--- config.mk ---
export PLATFORM = sky130hd
export DESIGN_NAME = e20_run_ctrl_flat
export DESIGN_NICKNAME = d
export VERILOG_FILES = /design/src/rtl/e20_pkg.sv /design/src/rtl/e20_run_ctrl_if.sv /design/src/rtl/e20_run_watchdog.sv /design/src/rtl/e20_run_ctrl.sv /design/src/flat_wrapper.sv
export SDC_FILE = /design/constraint.sdc
export NUM_CORES = 1
export LEC_CHECK = 0
export ABC_AREA = 1
export BUFFER_PORTS_ARGS = -buffer_cell sky130_fd_sc_hd__buf_2
export CORE_AREA = 3 3 123 173
export CTS_BUF_LIST = sky130_fd_sc_hd__clkbuf_8
export DETAILED_ROUTE_END_ITERATION = 8
export DIE_AREA = 0 0 126 176
export PLACE_DENSITY_LB_ADDON = 0.15
export REMOVE_ABC_BUFFERS = 1
export SYNTH_ARGS = -nofsm -noshare
export SYNTH_HDL_FRONTEND = slang
export SYNTH_SLANG_ARGS = --single-unit
--- constraint.sdc ---
create_clock -name clock -period 4.13 [get_ports clock]
set_input_delay 0.2065 -clock clock [delete_from_list [all_inputs] [get_ports clock]]
set_output_delay 0.2065 -clock clock [all_outputs]
set_load 0.05 [all_outputs]
--- src/rtl/e20_pkg.sv ---
`default_nettype none
// ============================================================================
// Module      : e20_pkg
// Description : Shared types and constants for the e20 run controller:
//               controller state enumeration, status codes and bus widths.
// Revision    : 1.0 - initial release
// ============================================================================
package e20_pkg;

    localparam int ADDR_W = 13;   // RAM word address width
    localparam int DATA_W = 16;   // RAM word width
    localparam int IDX_W  = 7;    // dump word index width

    typedef enum logic [2:0] {
        LOAD     = 3'd0,
        HOLD     = 3'd1,
        RUN      = 3'd2,
        DUMP_RD  = 3'd3,
        DUMP_OUT = 3'd4,
        DONE     = 3'd5
    } state_t;

    typedef enum logic [1:0] {
        STATUS_LOADING = 2'b00,
        STATUS_RUNNING = 2'b01,
        STATUS_HALTED  = 2'b10,
        STATUS_TIMEOUT = 2'b11
    } status_t;

endpackage : e20_pkg
`default_nettype wire

--- src/rtl/e20_run_ctrl_if.sv ---
`default_nettype none
// ============================================================================
// Module      : e20_run_ctrl_if
// Description : Bus bundle between the run controller and its environment.
//               ld_*   : load-word handshake (valid/ready, addr, data, last)
//               mem_*  : controller RAM port (sel, we, addr, wdata, rdata)
//               dump_* : dump stream handshake (valid/ready, addr, data)
//               master : controller side; slave : environment side.
// Revision    : 1.0 - initial release
// ============================================================================
interface e20_run_ctrl_if;
    import e20_pkg::*;

    logic              ld_valid;
    logic              ld_ready;
    logic [ADDR_W-1:0] ld_addr;
    logic [DATA_W-1:0] ld_data;
    logic              ld_last;

    logic              mem_sel;
    logic              mem_we;
    logic [ADDR_W-1:0] mem_addr;
    logic [DATA_W-1:0] mem_wdata;
    logic [DATA_W-1:0] mem_rdata;

    logic              dump_valid;
    logic              dump_ready;
    logic [IDX_W-1:0]  dump_addr;
    logic [DATA_W-1:0] dump_data;

    modport master (
        input  ld_valid, ld_addr, ld_data, ld_last, mem_rdata, dump_ready,
        output ld_ready, mem_sel, mem_we, mem_addr, mem_wdata,
               dump_valid, dump_addr, dump_data
    );

    modport slave (
        output ld_valid, ld_addr, ld_data, ld_last, mem_rdata, dump_ready,
        input  ld_ready, mem_sel, mem_we, mem_addr, mem_wdata,
               dump_valid, dump_addr, dump_data
    );

endinterface : e20_run_ctrl_if
`default_nettype wire

--- src/rtl/e20_run_watchdog.sv ---
`default_nettype none
// ============================================================================
// Module      : e20_run_watchdog
// Description : 32-bit RUN-phase cycle counter with clear, enable and limit
//               compare.
//               clock/reset : clock, synchronous active-high reset
//               i_clear     : force count to zero (has priority)
//               i_enable    : count one per cycle
//               o_count     : current count
//               o_limit_hit : this enabled cycle brings count to MAX_CYCLES
// Revision    : 1.0 - initial release
// ============================================================================
module e20_run_watchdog #(
    parameter int unsigned MAX_CYCLES = 100000
) (
    input  wire logic        clock,
    input  wire logic        reset,
    input  wire logic        i_clear,
    input  wire logic        i_enable,
    output logic [31:0]      o_count,
    output logic             o_limit_hit
);

    logic [31:0] r_count;

    always_ff @(posedge clock) begin
        if (reset || i_clear) begin
            r_count <= '0;
        end else if (i_enable) begin
            r_count <= r_count + 32'd1;
        end
    end

    // Flag the cycle whose increment lands on the limit, so the caller can
    // leave RUN on the same edge that makes the count equal MAX_CYCLES.
    assign o_limit_hit = i_enable && (r_count == MAX_CYCLES - 32'd1);
    assign o_count     = r_count;

endmodule : e20_run_watchdog
`default_nettype wire

--- src/rtl/e20_run_ctrl.sv ---
`default_nettype none
// ============================================================================
// Module      : e20_run_ctrl
// Description : Load / run / dump sequencer for a small processor.
//               Loads program words into RAM, holds the processor in reset,
//               lets it run until halt or watchdog timeout, then streams the
//               first DUMP_WORDS RAM words out.
//               clock, reset : clock, synchronous active-high reset
//               bus          : ld_*, mem_*, dump_* bundle (master side)
//               restart      : DONE -> LOAD
//               cpu_reset    : processor reset
//               cpu_halt     : processor halt indication
//               status       : 00 loading, 01 running, 10 halted, 11 timeout
//               cycles       : RUN-phase cycle count
// Revision    : 1.0 - initial release
// ============================================================================
module e20_run_ctrl
    import e20_pkg::*;
#(
    parameter int unsigned MAX_CYCLES = 100000,
    parameter int unsigned RESET_HOLD = 5,
    parameter int unsigned DUMP_WORDS = 128
) (
    input  wire logic        clock,
    input  wire logic        reset,
    e20_run_ctrl_if.master   bus,
    input  wire logic        restart,
    output logic             cpu_reset,
    input  wire logic        cpu_halt,
    output logic [1:0]       status,
    output logic [31:0]      cycles
);

    localparam logic [IDX_W-1:0] c_LAST_IDX = IDX_W'(DUMP_WORDS - 1);

    state_t            r_state;
    status_t           r_status;
    logic [IDX_W-1:0]  r_index;
    logic [31:0]       r_hold_cnt;
    logic              r_ld_ready;
    logic              r_own;          // controller owns RAM, cpu held in reset
    logic              r_dump_valid;
    logic              r_dump_held;    // r_dump_data holds the current word
    logic [DATA_W-1:0] r_dump_data;

    logic              w_wd_clear;
    logic              w_wd_enable;
    logic              w_limit_hit;
    logic [31:0]       w_count;

    assign w_wd_clear  = (r_state == HOLD);
    assign w_wd_enable = (r_state == RUN);

    e20_run_watchdog #(
        .MAX_CYCLES (MAX_CYCLES)
    ) u_watchdog (
        .clock       (clock),
        .reset       (reset),
        .i_clear     (w_wd_clear),
        .i_enable    (w_wd_enable),
        .o_count     (w_count),
        .o_limit_hit (w_limit_hit)
    );

    always_ff @(posedge clock) begin
        if (reset) begin
            r_state      <= LOAD;
            r_status     <= STATUS_LOADING;
            r_index      <= '0;
            r_hold_cnt   <= '0;
            r_ld_ready   <= 1'b1;
            r_own        <= 1'b1;
            r_dump_valid <= 1'b0;
            r_dump_held  <= 1'b0;
            r_dump_data  <= '0;
        end else begin
            case (r_state)
                LOAD: begin
                    if (bus.ld_valid && bus.ld_last) begin
                        r_state    <= HOLD;
                        r_ld_ready <= 1'b0;
                        r_hold_cnt <= '0;
                    end
                end
                HOLD: begin
                    if (r_hold_cnt == RESET_HOLD - 32'd1) begin
                        r_state  <= RUN;
                        r_own    <= 1'b0;
                        r_status <= STATUS_RUNNING;
                    end else begin
                        r_hold_cnt <= r_hold_cnt + 32'd1;
                    end
                end
                RUN: begin
                    // Halt takes precedence over a coincident watchdog hit.
                    if (cpu_halt || w_limit_hit) begin
                        r_state  <= DUMP_RD;
                        r_own    <= 1'b1;
                        r_status <= cpu_halt ? STATUS_HALTED : STATUS_TIMEOUT;
                        r_index  <= '0;
                    end
                end
                DUMP_RD: begin
                    r_state      <= DUMP_OUT;
                    r_dump_valid <= 1'b1;
                    r_dump_held  <= 1'b0;
                end
                DUMP_OUT: begin
                    // Read data arrives during the first DUMP_OUT cycle; it is
                    // captured then and served from the register while stalled.
                    if (!r_dump_held) begin
                        r_dump_data <= bus.mem_rdata;
                        r_dump_held <= 1'b1;
                    end
                    if (bus.dump_ready) begin
                        r_dump_valid <= 1'b0;
                        if (r_index == c_LAST_IDX) begin
                            r_state <= DONE;
                        end else begin
                            r_index <= r_index + 1'b1;
                            r_state <= DUMP_RD;
                        end
                    end
                end
                DONE: begin
                    if (restart) begin
                        r_state    <= LOAD;
                        r_status   <= STATUS_LOADING;
                        r_ld_ready <= 1'b1;
                    end
                end
                default: begin
                    r_state <= LOAD;
                end
            endcase
        end
    end

    // r_ld_ready is high exactly in LOAD, so it doubles as the LOAD decode.
    assign bus.ld_ready   = r_ld_ready;
    assign bus.mem_sel    = r_own;
    assign bus.mem_we     = r_ld_ready & bus.ld_valid;
    assign bus.mem_addr   = r_ld_ready ? bus.ld_addr
                                       : {{(ADDR_W - IDX_W){1'b0}}, r_index};
    assign bus.mem_wdata  = bus.ld_data;
    assign bus.dump_valid = r_dump_valid;
    assign bus.dump_addr  = r_index;
    assign bus.dump_data  = r_dump_held ? r_dump_data : bus.mem_rdata;

    assign cpu_reset = r_own;
    assign status    = r_status;
    assign cycles    = w_count;

endmodule : e20_run_ctrl
`default_nettype wire
--- src/flat_wrapper.sv ---
// flat-port wrapper written by rule: the top's interface ports become plain ports
module e20_run_ctrl_flat import e20_pkg::*;
#(
    parameter int unsigned MAX_CYCLES = 100000,
    parameter int unsigned RESET_HOLD = 5,
    parameter int unsigned DUMP_WORDS = 128
)
  (clock, reset, restart, cpu_reset, cpu_halt, status, cycles, bus_ld_valid, bus_ld_addr, bus_ld_data, bus_ld_last, bus_mem_rdata, bus_dump_ready, bus_ld_ready, bus_mem_sel, bus_mem_we, bus_mem_addr, bus_mem_wdata, bus_dump_valid, bus_dump_addr, bus_dump_data);
  e20_run_ctrl_if bus_i ();
  input  wire logic clock;
  input  wire logic reset;
  input  wire logic restart;
  output logic cpu_reset;
  input  wire logic cpu_halt;
  output logic [1:0] status;
  output logic [31:0] cycles;
  input wire logic [$bits(bus_i.ld_valid)-1:0] bus_ld_valid;
  input wire logic [$bits(bus_i.ld_addr)-1:0] bus_ld_addr;
  input wire logic [$bits(bus_i.ld_data)-1:0] bus_ld_data;
  input wire logic [$bits(bus_i.ld_last)-1:0] bus_ld_last;
  input wire logic [$bits(bus_i.mem_rdata)-1:0] bus_mem_rdata;
  input wire logic [$bits(bus_i.dump_ready)-1:0] bus_dump_ready;
  output wire logic [$bits(bus_i.ld_ready)-1:0] bus_ld_ready;
  output wire logic [$bits(bus_i.mem_sel)-1:0] bus_mem_sel;
  output wire logic [$bits(bus_i.mem_we)-1:0] bus_mem_we;
  output wire logic [$bits(bus_i.mem_addr)-1:0] bus_mem_addr;
  output wire logic [$bits(bus_i.mem_wdata)-1:0] bus_mem_wdata;
  output wire logic [$bits(bus_i.dump_valid)-1:0] bus_dump_valid;
  output wire logic [$bits(bus_i.dump_addr)-1:0] bus_dump_addr;
  output wire logic [$bits(bus_i.dump_data)-1:0] bus_dump_data;
  assign bus_i.ld_valid = bus_ld_valid;
  assign bus_i.ld_addr = bus_ld_addr;
  assign bus_i.ld_data = bus_ld_data;
  assign bus_i.ld_last = bus_ld_last;
  assign bus_i.mem_rdata = bus_mem_rdata;
  assign bus_i.dump_ready = bus_dump_ready;
  assign bus_ld_ready = bus_i.ld_ready;
  assign bus_mem_sel = bus_i.mem_sel;
  assign bus_mem_we = bus_i.mem_we;
  assign bus_mem_addr = bus_i.mem_addr;
  assign bus_mem_wdata = bus_i.mem_wdata;
  assign bus_dump_valid = bus_i.dump_valid;
  assign bus_dump_addr = bus_i.dump_addr;
  assign bus_dump_data = bus_i.dump_data;
  e20_run_ctrl #(.MAX_CYCLES(MAX_CYCLES), .RESET_HOLD(RESET_HOLD), .DUMP_WORDS(DUMP_WORDS)) u_core (.clock(clock), .reset(reset), .bus(bus_i), .restart(restart), .cpu_reset(cpu_reset), .cpu_halt(cpu_halt), .status(status), .cycles(cycles));
endmodule
==> flow_summary_export.csv <==
group,metric,value,unit
status,outcome,"finished clean",
power_and_ir_drop,p_switching,0.001386,W
sta,worst_hold_slack,55.99,ps
sta,unrepaired_setup_endpoints_after_global_routing,"no",
setup_path,crit_path_end,"bus_dump_data[4]",
sta,final.setup.tns,0,ps
sta,finalMaxSlewViolations,0,
setup_path,largest_fanout_of_any_net_on_the_critical_path,33,
clocking,clockBufferDepth,2,
clocking,cts_root_buf,"clkbuf_8",
power_and_ir_drop,switching_power_as_a_share_of_total_power,47.79,%
global_routing,grt_pass1_wl,29.33,mm
power_and_ir_drop,seq_power_share,38.3,%
routing,detail_route.first_pass.iterations,4,
final_layout,layout-drive-gt1-share,15.81,%
placement,dpl.hpwl,14.18,mm
power_and_ir_drop,pwr-share-comb,38.6,%
floorplanning,ioPinCount,143,
final_layout,most-common-layout-cells,"268 x nand2_1, 138 x nor2_1, 110 x inv_1, 110 x buf_2, 98 x a21oi_1",
final_layout,multi_input_comb_area,3279,um2
power_and_ir_drop,max-vdd-ir-drop,224.4,uV
final_layout,final_net_count,1107,
setup_path,critPathBufInv,1,
sta,layout_worst_path_cycle_share,56.79,%
global_routing,global_route.overflow_total,0,
clocking,cts.sink_count,96,
sta,max_slew.worst_pin.slew,1059,ps
placement,port_buffers,110,
power_and_ir_drop,internal_power,0.001514,W
final_layout,final_common_cell,"nand2_1",
synth,synth_largest_area_cell,"dfxtp_1",
setup_path,critPathLaunch,"u_core.r_dump_held",
job,drv_cap,0,
sta,finalSetupViolations,0,
clocking,ctsHoldBuffers,0,
clocking,clock_latency,400,ps
routing,drcViolationCount,0,
sta,post-route-worst-setup-slack,1785,ps
setup_path,timing.critical_path.depth,3,
placement,place_congestion,0.8425,
power_and_ir_drop,power_density,429.9,nW/um2
floorplanning,rows,61,
floorplanning,core_region_area,19840,um2
clocking,postcts_setup_bufs,0,
synth,synth.lib_cells_used.distinct,39,
placement,place_ws,1910,ps
synth,netlist_top_cells_area,"dfxtp_1 32%, nand2_1 17%, nor2_1 8.8%, a21oi_1 8.3%, inv_1 7.0%",
floorplanning,die_height,176,um
final_layout,register_area,1922,um2
routing,route.detailed.wl_per_inst,14.10,um
global_routing,largest_net_degree_at_the_start_of_global_routing,40,
floorplanning,die_w,126,um
synth,synth_warnings,0,
clocking,clk_pin_slew,120,ps
hold_path,holdCritPathClass,"input port to flip-flop",
setup_path,r2r_setup_slack,1950,ps
synth,area_share_of_the_leading_cell_type_in_the_synthesized_netlist,32.49,%
floorplanning,start_util,29.80,%
setup_path,critical-path-max-stage-delay,1040,ps
routing,drt-initial-drc-count,320,
clocking,clock_tree_from_tritoncts,"yes",
final_layout,n_fill_cell,2295,
setup_path,critPathTopFamily,"flip-flops",
sta,final_hold_violation_count,0,
setup_path,worstReg2RegEnd,"u_core.r_state[2]",
clocking,clock_tree.htree_level_count,3,
routing,totalWireLength,18.46,mm
setup_path,setup.worst_path.class,"flip-flop to primary output",
setup_path,worst_r2r_path_depth,11,
sta,finalCriticalPeriod,2345,ps
power_and_ir_drop,total_power,0.002900,W
global_routing,grt_use_total,16.34,%
synth,yosys_register_bits,96,
sta,clock_skew,16.38,ps
sta,clock.fmax,426.4,MHz
global_routing,antenna_found_initial,1,
routing,vias_per_cell,4.684,
synth,synth_seq_area_share,32.49,%
power_and_ir_drop,clkPwrFrac,23.1,%
setup_path,end_kind,"primary output",
routing,route.antenna.remaining_nets,0,
floorplanning,dieArea,22180,um2
global_routing,first_global_vias,5794,
setup_path,rr_startpoint,"u_core.r_state[1]",
clocking,cts.repair.resized,0,
setup_path,worst-endpoint-required,3920,ps
setup_path,worst_ep_arrival_time,2140,ps
power_and_ir_drop,total_leakage_power,2.716,nW
setup_path,highest_delay_cell_along_the_critical_path,"dfxtp_1",
clocking,cts_inserted_buffers,9,
synth,syn-cell-area,5914,um2
routing,total_number_of_vias,6131,
setup_path,critical_path.cell_chain,"nor2_1 -> a21oi_1 -> buf_2",
setup_path,critical_path.startpoint_type,"flip-flop",
synth,syn_inst,971,
sta,maxSlewHeadroom,29.29,%
synth,synthesized_area_divided_by_synthesized_cell_count,6.091,um2
final_layout,synthToLayoutAreaGrowth,14.07,%
[power groups by stage]
stage               clock, W  combinational [W]  sequential, W
floorplan                  0           0.000742        0.00121
global placement           0            0.00113        0.00113
detailed placement         0            0.00113        0.00114
CTS                 0.000693            0.00114        0.00111
global route        0.000730            0.00123        0.00113
finish              0.000669            0.00112        0.00111
[layout make-up]
type                            count  share of cell area (%)
Multi-Input combinational cell    711                   48.61
Tap cell                          252                   4.674
Sequential cell                    96                   28.49
Clock inverter                      7                   1.205
Clock buffer                        9                   1.836
Timing Repair Buffer              112                   8.383
Antenna cell                        1                 0.03709
Inverter                          121                   6.769
[registers in the layout, indices dropped and copies added (netlist names)]
register / flops
u_core.r_hold_cnt: 32
u_core.u_watchdog.o_count: 32
u_core.r_dump_data: 16
u_core.bus.dump_addr: 7
u_core.r_state: 3
u_core.status: 2
u_core.bus.dump_valid: 1
u_core.bus.ld_ready: 1
u_core.bus.mem_sel: 1
u_core.r_dump_held: 1
[synthesized netlist by cell type]
library cell and number:
nand2_1 268, nor2_1 138, inv_1 110, a21oi_1 98
dfxtp_1 96, nand3_1 67, o21ai_0 43, nor3_1 36
buf_4 17, clkbuf_1 15, inv_2 10, nand4_1 9
xor2_1 8, buf_2 7, a21o_1 5, nand2_2 5
ha_1 4, nor2_4 4, buf_6 3, nor2_2 3
nor3_2 3, or2_2 3, mux2_2 2, nand2_4 2
buf_1 1, inv_4 1, nand3_2 1, nand3_4 1
nand3b_1 1, nor3_4 1, nor3b_1 1, nor4_1 1
nor4_2 1, o211ai_1 1, o21ai_1 1, o21ai_2 1
o21ai_4 1, o21bai_1 1, xnor2_1 1
[layer usage]
layer,track usage [%],vias to the layer above,share of wire [%]
met4,6.619,0,2.4
li1,-,3248,-
met2,31.31,112,54
met3,3.269,27,4.1
met5,0,-,0
met1,17.23,2744,40
[worst register-to-register path, cell delays in order (launching register included)]
cell,delay (ps)
dfxtp_1,420
inv_2,80
nand2_1,100
nor2_2,70
inv_1,730
o21ai_0,180
inv_1,80
nand2_1,60
nor2_2,200
nand2_1,80
nand2_1,60
nor2_1,40
[through the flow]
step	instance area (um2)	utilization [%]	instances
after global placement	6539	32.95	1292
final	6746	34.00	1309
after global routing	6746	34.00	1309
after CTS	6744	33.98	1308
after detailed placement	6539	32.95	1292
after floorplan	5658	-	928
[worst min-delay path by stage]
| stage | cells past startpoint | from | slack [ps] | end |
|---|---|---|---|---|
| 2_1_floorplan | 1 | reset | 280 | u_core.bus.dump_addr[0] |
| 4_1_cts | 3 | restart | 40 | u_core.bus.ld_ready |
| 6_report | 3 | restart | 60 | u_core.bus.ld_ready |
| 3_5_place_dp | 0 | bus_ld_data[13] | 410 | bus_mem_wdata[13] |
| 3_3_place_gp | 0 | bus_ld_data[13] | 410 | bus_mem_wdata[13] |
| 5_1_grt | 3 | restart | 70 | u_core.bus.ld_ready |
[logic make-up after synthesis]
kind of cell / after synthesis / synth area share, %
AO/OA/AOI/OAI: 151 / 13.33
flip-flops: 96 / 32.49
multiplexers: 2 / 0.3808
XOR/XNOR: 9 / 1.333
adder cells (fa/ha/maj): 4 / 0.8462
AND/OR/NAND/NOR: 545 / 39.56
buffers and inverters: 164 / 12.06
Note: power is estimated with default switching activity, not from simulation.
